## src/rtl/hazard_stall_ctrl_if.sv

```systemverilog
// Hazard controller bundle: ID/EX hazard inputs, pipeline-register enables/bubbles, multi-cycle handshake.
// Latency: none (wires only); CNT_W sizes StallCycles and must match the controller's CNT_W.
// Backpressure: none; stalls are expressed through the PcWrite/IfIdWrite/IdExWrite enables.
//  master: pipeline side, drives hazard inputs and McDone/StallClr, receives controls.
//  slave : hazard_stall_ctrl side.
interface hazard_stall_ctrl_if #(
    parameter int CNT_W = 16
);
    logic [4:0]       IfIdRs1Add;
    logic [4:0]       IfIdRs2Add;
    logic             IfIdUsesRs1;
    logic             IfIdUsesRs2;
    logic             IdExMemRead;
    logic [4:0]       IdExRdAdd;
    logic             IdExMultiCycle;
    logic             BranchTaken;
    logic             McDone;
    logic             StallClr;
    logic             PcWrite;
    logic             IfIdWrite;
    logic             IdExWrite;
    logic             IfIdFlush;
    logic             IdExBubble;
    logic             ExMemBubble;
    logic             McStart;
    logic             McError;
    logic [CNT_W-1:0] StallCycles;
    logic [1:0]       State;

    modport master (
        output IfIdRs1Add, IfIdRs2Add, IfIdUsesRs1, IfIdUsesRs2, IdExMemRead, IdExRdAdd,
               IdExMultiCycle, BranchTaken, McDone, StallClr,
        input  PcWrite, IfIdWrite, IdExWrite, IfIdFlush, IdExBubble, ExMemBubble,
               McStart, McError, StallCycles, State
    );

    modport slave (
        input  IfIdRs1Add, IfIdRs2Add, IfIdUsesRs1, IfIdUsesRs2, IdExMemRead, IdExRdAdd,
               IdExMultiCycle, BranchTaken, McDone, StallClr,
        output PcWrite, IfIdWrite, IdExWrite, IfIdFlush, IdExBubble, ExMemBubble,
               McStart, McError, StallCycles, State
    );
endinterface

```

## src/rtl/hazard_stall_ctrl.sv

```systemverilog
// Hazard sequencer: load-use stall, taken-branch flush, multi-cycle EX wait with timeout, stall counter.
// Latency: enables/bubbles/McStart are combinational (same cycle); State/McError/StallCycles registered.
// Backpressure: holds PC, IF/ID and ID/EX while a load-use or multi-cycle op is pending; MC_ERR holds forever.
//  Ports: Clk, Rst_n (synchronous, active-low) plus hsc (hazard_stall_ctrl_if.slave).
module hazard_stall_ctrl #(
    parameter int CNT_W      = 16,
    parameter int MC_TIMEOUT = 64
) (
    input logic             Clk,
    input logic             Rst_n,
    hazard_stall_ctrl_if.slave hsc
);
    localparam int WAIT_W = (MC_TIMEOUT > 2) ? $clog2(MC_TIMEOUT) : 1;
    localparam logic [WAIT_W-1:0] WAIT_LAST = WAIT_W'(MC_TIMEOUT - 1);

    typedef enum logic [1:0] {
        RUN     = 2'b00,
        MC_WAIT = 2'b01,
        MC_ERR  = 2'b10
    } state_t;

    state_t            state;
    state_t            nextState;
    logic [WAIT_W-1:0] waitCnt;
    logic              mcError;
    logic [CNT_W-1:0]  stallCycles;

    logic loadUse;
    logic pcWrite, ifIdWrite, idExWrite, ifIdFlush, idExBubble, exMemBubble, mcStart;

    // rd=x0 never creates a dependency; unused operand fields are don't-care.
    assign loadUse = hsc.IdExMemRead && (hsc.IdExRdAdd != 5'd0) &&
                     ((hsc.IfIdUsesRs1 && (hsc.IfIdRs1Add == hsc.IdExRdAdd)) ||
                      (hsc.IfIdUsesRs2 && (hsc.IfIdRs2Add == hsc.IdExRdAdd)));

    always_comb begin
        pcWrite     = 1'b1;
        ifIdWrite   = 1'b1;
        idExWrite   = 1'b1;
        ifIdFlush   = 1'b0;
        idExBubble  = 1'b0;
        exMemBubble = 1'b0;
        mcStart     = 1'b0;
        nextState   = RUN;
        case (state)
            MC_WAIT: begin
                if (hsc.McDone) begin
                    nextState = RUN;
                end else begin
                    pcWrite     = 1'b0;
                    ifIdWrite   = 1'b0;
                    idExWrite   = 1'b0;
                    exMemBubble = 1'b1;
                    nextState   = (waitCnt == WAIT_LAST) ? MC_ERR : MC_WAIT;
                end
            end
            MC_ERR: begin
                pcWrite     = 1'b0;
                ifIdWrite   = 1'b0;
                idExWrite   = 1'b0;
                exMemBubble = 1'b1;
                nextState   = MC_ERR;
            end
            default: begin
                // Branch wins over load-use: the dependent instruction is being flushed anyway.
                if (hsc.BranchTaken) begin
                    ifIdFlush  = 1'b1;
                    idExBubble = 1'b1;
                end else if (hsc.IdExMultiCycle) begin
                    mcStart     = 1'b1;
                    pcWrite     = 1'b0;
                    ifIdWrite   = 1'b0;
                    idExWrite   = 1'b0;
                    exMemBubble = 1'b1;
                    nextState   = MC_WAIT;
                end else if (loadUse) begin
                    // One bubble only: next cycle the bubble sits in EX so the hazard cannot re-fire.
                    pcWrite    = 1'b0;
                    ifIdWrite  = 1'b0;
                    idExBubble = 1'b1;
                end
            end
        endcase
    end

    always_ff @(posedge Clk) begin
        if (!Rst_n) begin
            state       <= RUN;
            waitCnt     <= '0;
            mcError     <= 1'b0;
            stallCycles <= '0;
        end else begin
            state <= nextState;
            if (state != MC_WAIT) begin
                waitCnt <= '0;
            end else if (!hsc.McDone && (waitCnt != WAIT_LAST)) begin
                waitCnt <= waitCnt + 1'b1;
            end
            if (nextState == MC_ERR) begin
                mcError <= 1'b1;
            end
            if (hsc.StallClr) begin
                stallCycles <= '0;
            end else if (!pcWrite && (stallCycles != {CNT_W{1'b1}})) begin
                stallCycles <= stallCycles + 1'b1;
            end
        end
    end

    assign hsc.PcWrite     = pcWrite;
    assign hsc.IfIdWrite   = ifIdWrite;
    assign hsc.IdExWrite   = idExWrite;
    assign hsc.IfIdFlush   = ifIdFlush;
    assign hsc.IdExBubble  = idExBubble;
    assign hsc.ExMemBubble = exMemBubble;
    assign hsc.McStart     = mcStart;
    assign hsc.McError     = mcError;
    assign hsc.StallCycles = stallCycles;
    assign hsc.State       = state;
endmodule

```

## src/flat_wrapper.sv

```systemverilog
// flat-port wrapper written by rule: the top's interface ports become plain ports
module hazard_stall_ctrl_flat 
#(
    parameter int CNT_W      = 16,
    parameter int MC_TIMEOUT = 64
)
  (Clk, Rst_n, hsc_IfIdRs1Add, hsc_IfIdRs2Add, hsc_IfIdUsesRs1, hsc_IfIdUsesRs2, hsc_IdExMemRead, hsc_IdExRdAdd, hsc_IdExMultiCycle, hsc_BranchTaken, hsc_McDone, hsc_StallClr, hsc_PcWrite, hsc_IfIdWrite, hsc_IdExWrite, hsc_IfIdFlush, hsc_IdExBubble, hsc_ExMemBubble, hsc_McStart, hsc_McError, hsc_StallCycles, hsc_State);
  hazard_stall_ctrl_if #(.CNT_W(CNT_W)) hsc_i ();
  input logic Clk;
  input logic Rst_n;
  input wire logic [$bits(hsc_i.IfIdRs1Add)-1:0] hsc_IfIdRs1Add;
  input wire logic [$bits(hsc_i.IfIdRs2Add)-1:0] hsc_IfIdRs2Add;
  input wire logic [$bits(hsc_i.IfIdUsesRs1)-1:0] hsc_IfIdUsesRs1;
  input wire logic [$bits(hsc_i.IfIdUsesRs2)-1:0] hsc_IfIdUsesRs2;
  input wire logic [$bits(hsc_i.IdExMemRead)-1:0] hsc_IdExMemRead;
  input wire logic [$bits(hsc_i.IdExRdAdd)-1:0] hsc_IdExRdAdd;
  input wire logic [$bits(hsc_i.IdExMultiCycle)-1:0] hsc_IdExMultiCycle;
  input wire logic [$bits(hsc_i.BranchTaken)-1:0] hsc_BranchTaken;
  input wire logic [$bits(hsc_i.McDone)-1:0] hsc_McDone;
  input wire logic [$bits(hsc_i.StallClr)-1:0] hsc_StallClr;
  output wire logic [$bits(hsc_i.PcWrite)-1:0] hsc_PcWrite;
  output wire logic [$bits(hsc_i.IfIdWrite)-1:0] hsc_IfIdWrite;
  output wire logic [$bits(hsc_i.IdExWrite)-1:0] hsc_IdExWrite;
  output wire logic [$bits(hsc_i.IfIdFlush)-1:0] hsc_IfIdFlush;
  output wire logic [$bits(hsc_i.IdExBubble)-1:0] hsc_IdExBubble;
  output wire logic [$bits(hsc_i.ExMemBubble)-1:0] hsc_ExMemBubble;
  output wire logic [$bits(hsc_i.McStart)-1:0] hsc_McStart;
  output wire logic [$bits(hsc_i.McError)-1:0] hsc_McError;
  output wire logic [$bits(hsc_i.StallCycles)-1:0] hsc_StallCycles;
  output wire logic [$bits(hsc_i.State)-1:0] hsc_State;
  assign hsc_i.IfIdRs1Add = hsc_IfIdRs1Add;
  assign hsc_i.IfIdRs2Add = hsc_IfIdRs2Add;
  assign hsc_i.IfIdUsesRs1 = hsc_IfIdUsesRs1;
  assign hsc_i.IfIdUsesRs2 = hsc_IfIdUsesRs2;
  assign hsc_i.IdExMemRead = hsc_IdExMemRead;
  assign hsc_i.IdExRdAdd = hsc_IdExRdAdd;
  assign hsc_i.IdExMultiCycle = hsc_IdExMultiCycle;
  assign hsc_i.BranchTaken = hsc_BranchTaken;
  assign hsc_i.McDone = hsc_McDone;
  assign hsc_i.StallClr = hsc_StallClr;
  assign hsc_PcWrite = hsc_i.PcWrite;
  assign hsc_IfIdWrite = hsc_i.IfIdWrite;
  assign hsc_IdExWrite = hsc_i.IdExWrite;
  assign hsc_IfIdFlush = hsc_i.IfIdFlush;
  assign hsc_IdExBubble = hsc_i.IdExBubble;
  assign hsc_ExMemBubble = hsc_i.ExMemBubble;
  assign hsc_McStart = hsc_i.McStart;
  assign hsc_McError = hsc_i.McError;
  assign hsc_StallCycles = hsc_i.StallCycles;
  assign hsc_State = hsc_i.State;
  hazard_stall_ctrl #(.CNT_W(CNT_W), .MC_TIMEOUT(MC_TIMEOUT)) u_core (.Clk(Clk), .Rst_n(Rst_n), .hsc(hsc_i));
endmodule
```

## config.mk

```make
export PLATFORM = sky130hd
export DESIGN_NAME = hazard_stall_ctrl_flat
export DESIGN_NICKNAME = d
export VERILOG_FILES = /design/src/rtl/hazard_stall_ctrl_if.sv /design/src/rtl/hazard_stall_ctrl.sv /design/src/flat_wrapper.sv
export SDC_FILE = /design/constraint.sdc
export NUM_CORES = 1
export LEC_CHECK = 0
export CAP_MARGIN = 20
export CORE_MARGIN = 5
export CORE_UTILIZATION = 48
export DETAILED_ROUTE_END_ITERATION = 8
export PLACE_DENSITY = 0.88
export SYNTH_ARGS = -nofsm -noshare
export SYNTH_HDL_FRONTEND = slang
export SYNTH_SLANG_ARGS = --single-unit
```

## constraint.sdc

```tcl
create_clock -name Clk -period 4.1 [get_ports Clk]
set_clock_uncertainty 0.15 [all_clocks]
set_input_delay 0.615 -clock Clk [delete_from_list [all_inputs] [get_ports Clk]]
set_output_delay 0.615 -clock Clk [all_outputs]
set_load 0.02 [all_outputs]
```

==> flow_summary.toml, run 1 <==
[run]
max_cap_viol_count = 0

[pwr]
leakage_nw = 0.663
peakVddDrop_mv = 0.119
power_density_nw_per_um2 = 224
fin_total_pwr_w = 0.000440

[floorplan]
dieHeight_um = 65.0
die_area_um2 = 4230
ioPinCount = 50
die_w_um = 65.0
start_util_pct = 48.8
fp.coreArea_um2 = 2980
core.rowCount = 20

[setup_path]
r2r-start = "u_core.hsc.State[0]$_SDFF_PN0_"
max_stage_delay_ns = 0.68
crit_top_cell = "clkdlybuf4s50_1"
crit_type = "in2out"
crit_fanout = 4
r2r-end = "u_core.hsc.StallCycles[1]$_SDFFE_PP0P_"
critPathLaunchType = "input port"
end_kind = "primary output"
critPathSlowestCell = "clkdlybuf4s50_1"
r2r_slack_ns = 1.62
worst-endpoint-arrival_ns = 2.91
crit_chain = "clkdlybuf4s50_1 > or4_1 > o21ai_2 > nor3b_2 > a21boi_1 > clkdlybuf4s50_1"
worstPathRequired_ns = 3.34
r2r_cells = 8

[detailed_routing]
ant_nets = 0
vias = 1399
first_pass_iters = 4
drt_wl_total_um = 3330
drt_iter0_drc = 45
routedWlPerCell_um = 13.0
drt-vias-per-instance = 5.49
drc = 0

[final_layout]
synthToLayoutAreaGrowth_pct = 35.2
stdcell_area_um2 = 1960
fin_nets = 251
drive_gt1_share_pct = 3.60
final_common_cell = "clkdlybuf4s50_1"
layout_common_cells = "clkdlybuf4s50_1 (49), dfxtp_1 (25), a21oi_1 (16)"
antenna_cells = 0
num-fill-cells = 247

[place]
portBuffers = 49
gp_congestion = 0.782
dpl_cell_area_um2 = 1940
pre_cts_slack_ns = 0.427
dp_hpwl_um = 2630

[clock_network]
worst_skew_pair.late_latency_ns = 0.31
post_cts_resize_count = 0
cts_hold_buf = 0
cts_root_buffer = "clkbuf_4"
cts_buffers = 3
cts_tree = "built"
postCtsSetupRepairBufs = 0
cts_buffer_depth = 2
htree_levels = 1
clock_sinks = 25
path_clk_slew_ns = 0.13

[synth]
syn_area_per_cell_um2 = 8.35
synthArstFlopShare_pct = 0
synthesis.nets = 202
synth_cells = 174
synthFlopType = "dfxtp_1"
yosysSeqAreaShare_pct = 34.5
ys_ff_latch = 25
ys_warn_count = 0
synth-edff-count = 0
syn_area_um2 = 1450
ys_types = 40

[global_routing]
grt_pass1_vias = 1310
track_usage_pct = 16.1
grt_pass1_wl_um = 5580
antenna_found_initial = 0
grt_overflow = 0
grt_max_degree = 29

[sta]
drv_slew = 0
setup_tns_ns = 0
fmax_ghz = 0.272
min_period_ns = 3.67
setup_viol = 0
fin_ws_ns = 0.427
rsz0062_at_grt = "no"
finalHoldViolations = 0
period_share_pct = 89.6
worst_slew_pin_slew_ns = 0.651
fin_hold_ws_ns = 0.358
slew_headroom_pct = 56.6

[min_path]
hold_path_end = "u_core.hsc.McError$_SDFFE_PN0N_"
hold_start = "u_core.hsc.McError$_SDFFE_PN0N_"
hold_depth = 1
hold_path.class = "reg2reg"

[status]
status = "completed"
[cell families (layout without fill, tap and decap cells)]
logic type                 count (synthesis)  count (layout)  synth area share (%)
xor gates and xnor gates                  16              16                  9.65
buffers and inverters                     13              61                  5.25
and+or+nand+nor                           76              76                  29.2
adders and majority gates                  4               4                  3.45
DFF                                       25              25                  34.5
muxes                                      2               2                  1.38
AOI/OAI and AO/OA                         38              38                  16.6
[where the power goes]
part           leakage, nW   total, W  switching (W)  internal, W
registers            0.202   0.000246     0.00000173     0.000244
clock network       0.0150   0.000110      0.0000716    0.0000380
logic                0.446  0.0000849      0.0000399    0.0000450
total                0.663   0.000440       0.000113     0.000327
[registers in the layout, indices dropped and copies added (netlist names)]
name / count
u_core.waitCnt: 6
u_core.hsc.StallCycles: 16
u_core.hsc.McError: 1
u_core.hsc.State: 2
[worst max-delay path, delay by kind of cell]
family | cells | cell delay, ns
compound gates | 2 | 0.48
buf+inv | 2 | 1.16
simple gates | 2 | 0.64
[stage by stage]
stage	std cells	utilization, %
floorplan	174	-
global placement	251	65.1
detailed placement	251	65.1
CTS	255	66.0
global route	255	66.0
finish	255	66.0
[layout make-up]
type | count | area, um2 | share of cell area, %
multi-input combinational | 136 | 876 | 44.6
tap | 33 | 41.3 | 2.10
clock buffer | 4 | 26.3 | 1.34
sequential | 25 | 500 | 25.5
inverter | 8 | 30.0 | 1.53
timing repair buffer | 49 | 490 | 25.0
[worst max-delay path by stage]
stage,cells after the start,slack [ns],start,endpoint
6_report,6,0.43,hsc_IdExRdAdd[3],hsc_IfIdWrite
5_1_grt,6,0.36,hsc_IdExRdAdd[3],hsc_IfIdWrite
4_1_cts,6,0.42,hsc_IdExRdAdd[3],hsc_IfIdWrite
3_5_place_dp,6,0.43,hsc_IdExRdAdd[3],hsc_IfIdWrite
3_3_place_gp,6,0.50,hsc_IdExRdAdd[0],hsc_PcWrite
2_1_floorplan,6,1.01,u_core.hsc.State[0]$_SDFF_PN0_,hsc_PcWrite
[synth_stat cells, drive strengths merged (3+ instances only)]
cell | n | area, um2
a21oi | 16 | 80.1
and3 | 5 | 31.3
buf | 3 | 38.8
dfxtp | 25 | 500
ha | 4 | 50.1
inv | 8 | 30.0
nand2 | 10 | 37.5
nand3 | 13 | 65.1
nand4 | 6 | 37.5
nor2 | 15 | 56.3
nor3 | 3 | 15.0
o21ai | 12 | 63.8
or3 | 10 | 62.6
or4 | 3 | 22.5
xnor2 | 12 | 105
xor2 | 4 | 35.0
[routing by layer]
metal	GRT usage [%]	share of wire [%]	wire (um)	vias up
li1	-	-	-	721
met1	19.3	44	1450	640
met2	29.1	50	1660	36
met3	2.95	5.6	186	2
met4	4.66	0.75	25	0
met5	0	0	0	-
Power figures use the tool's default switching activity.
==> inputs of run 2 (changes only) <==
ABC_AREA = 0   (was unset)
==> results of run 2 <==
Same layout as run 1: the final DEF is identical, and so are final timing and power.
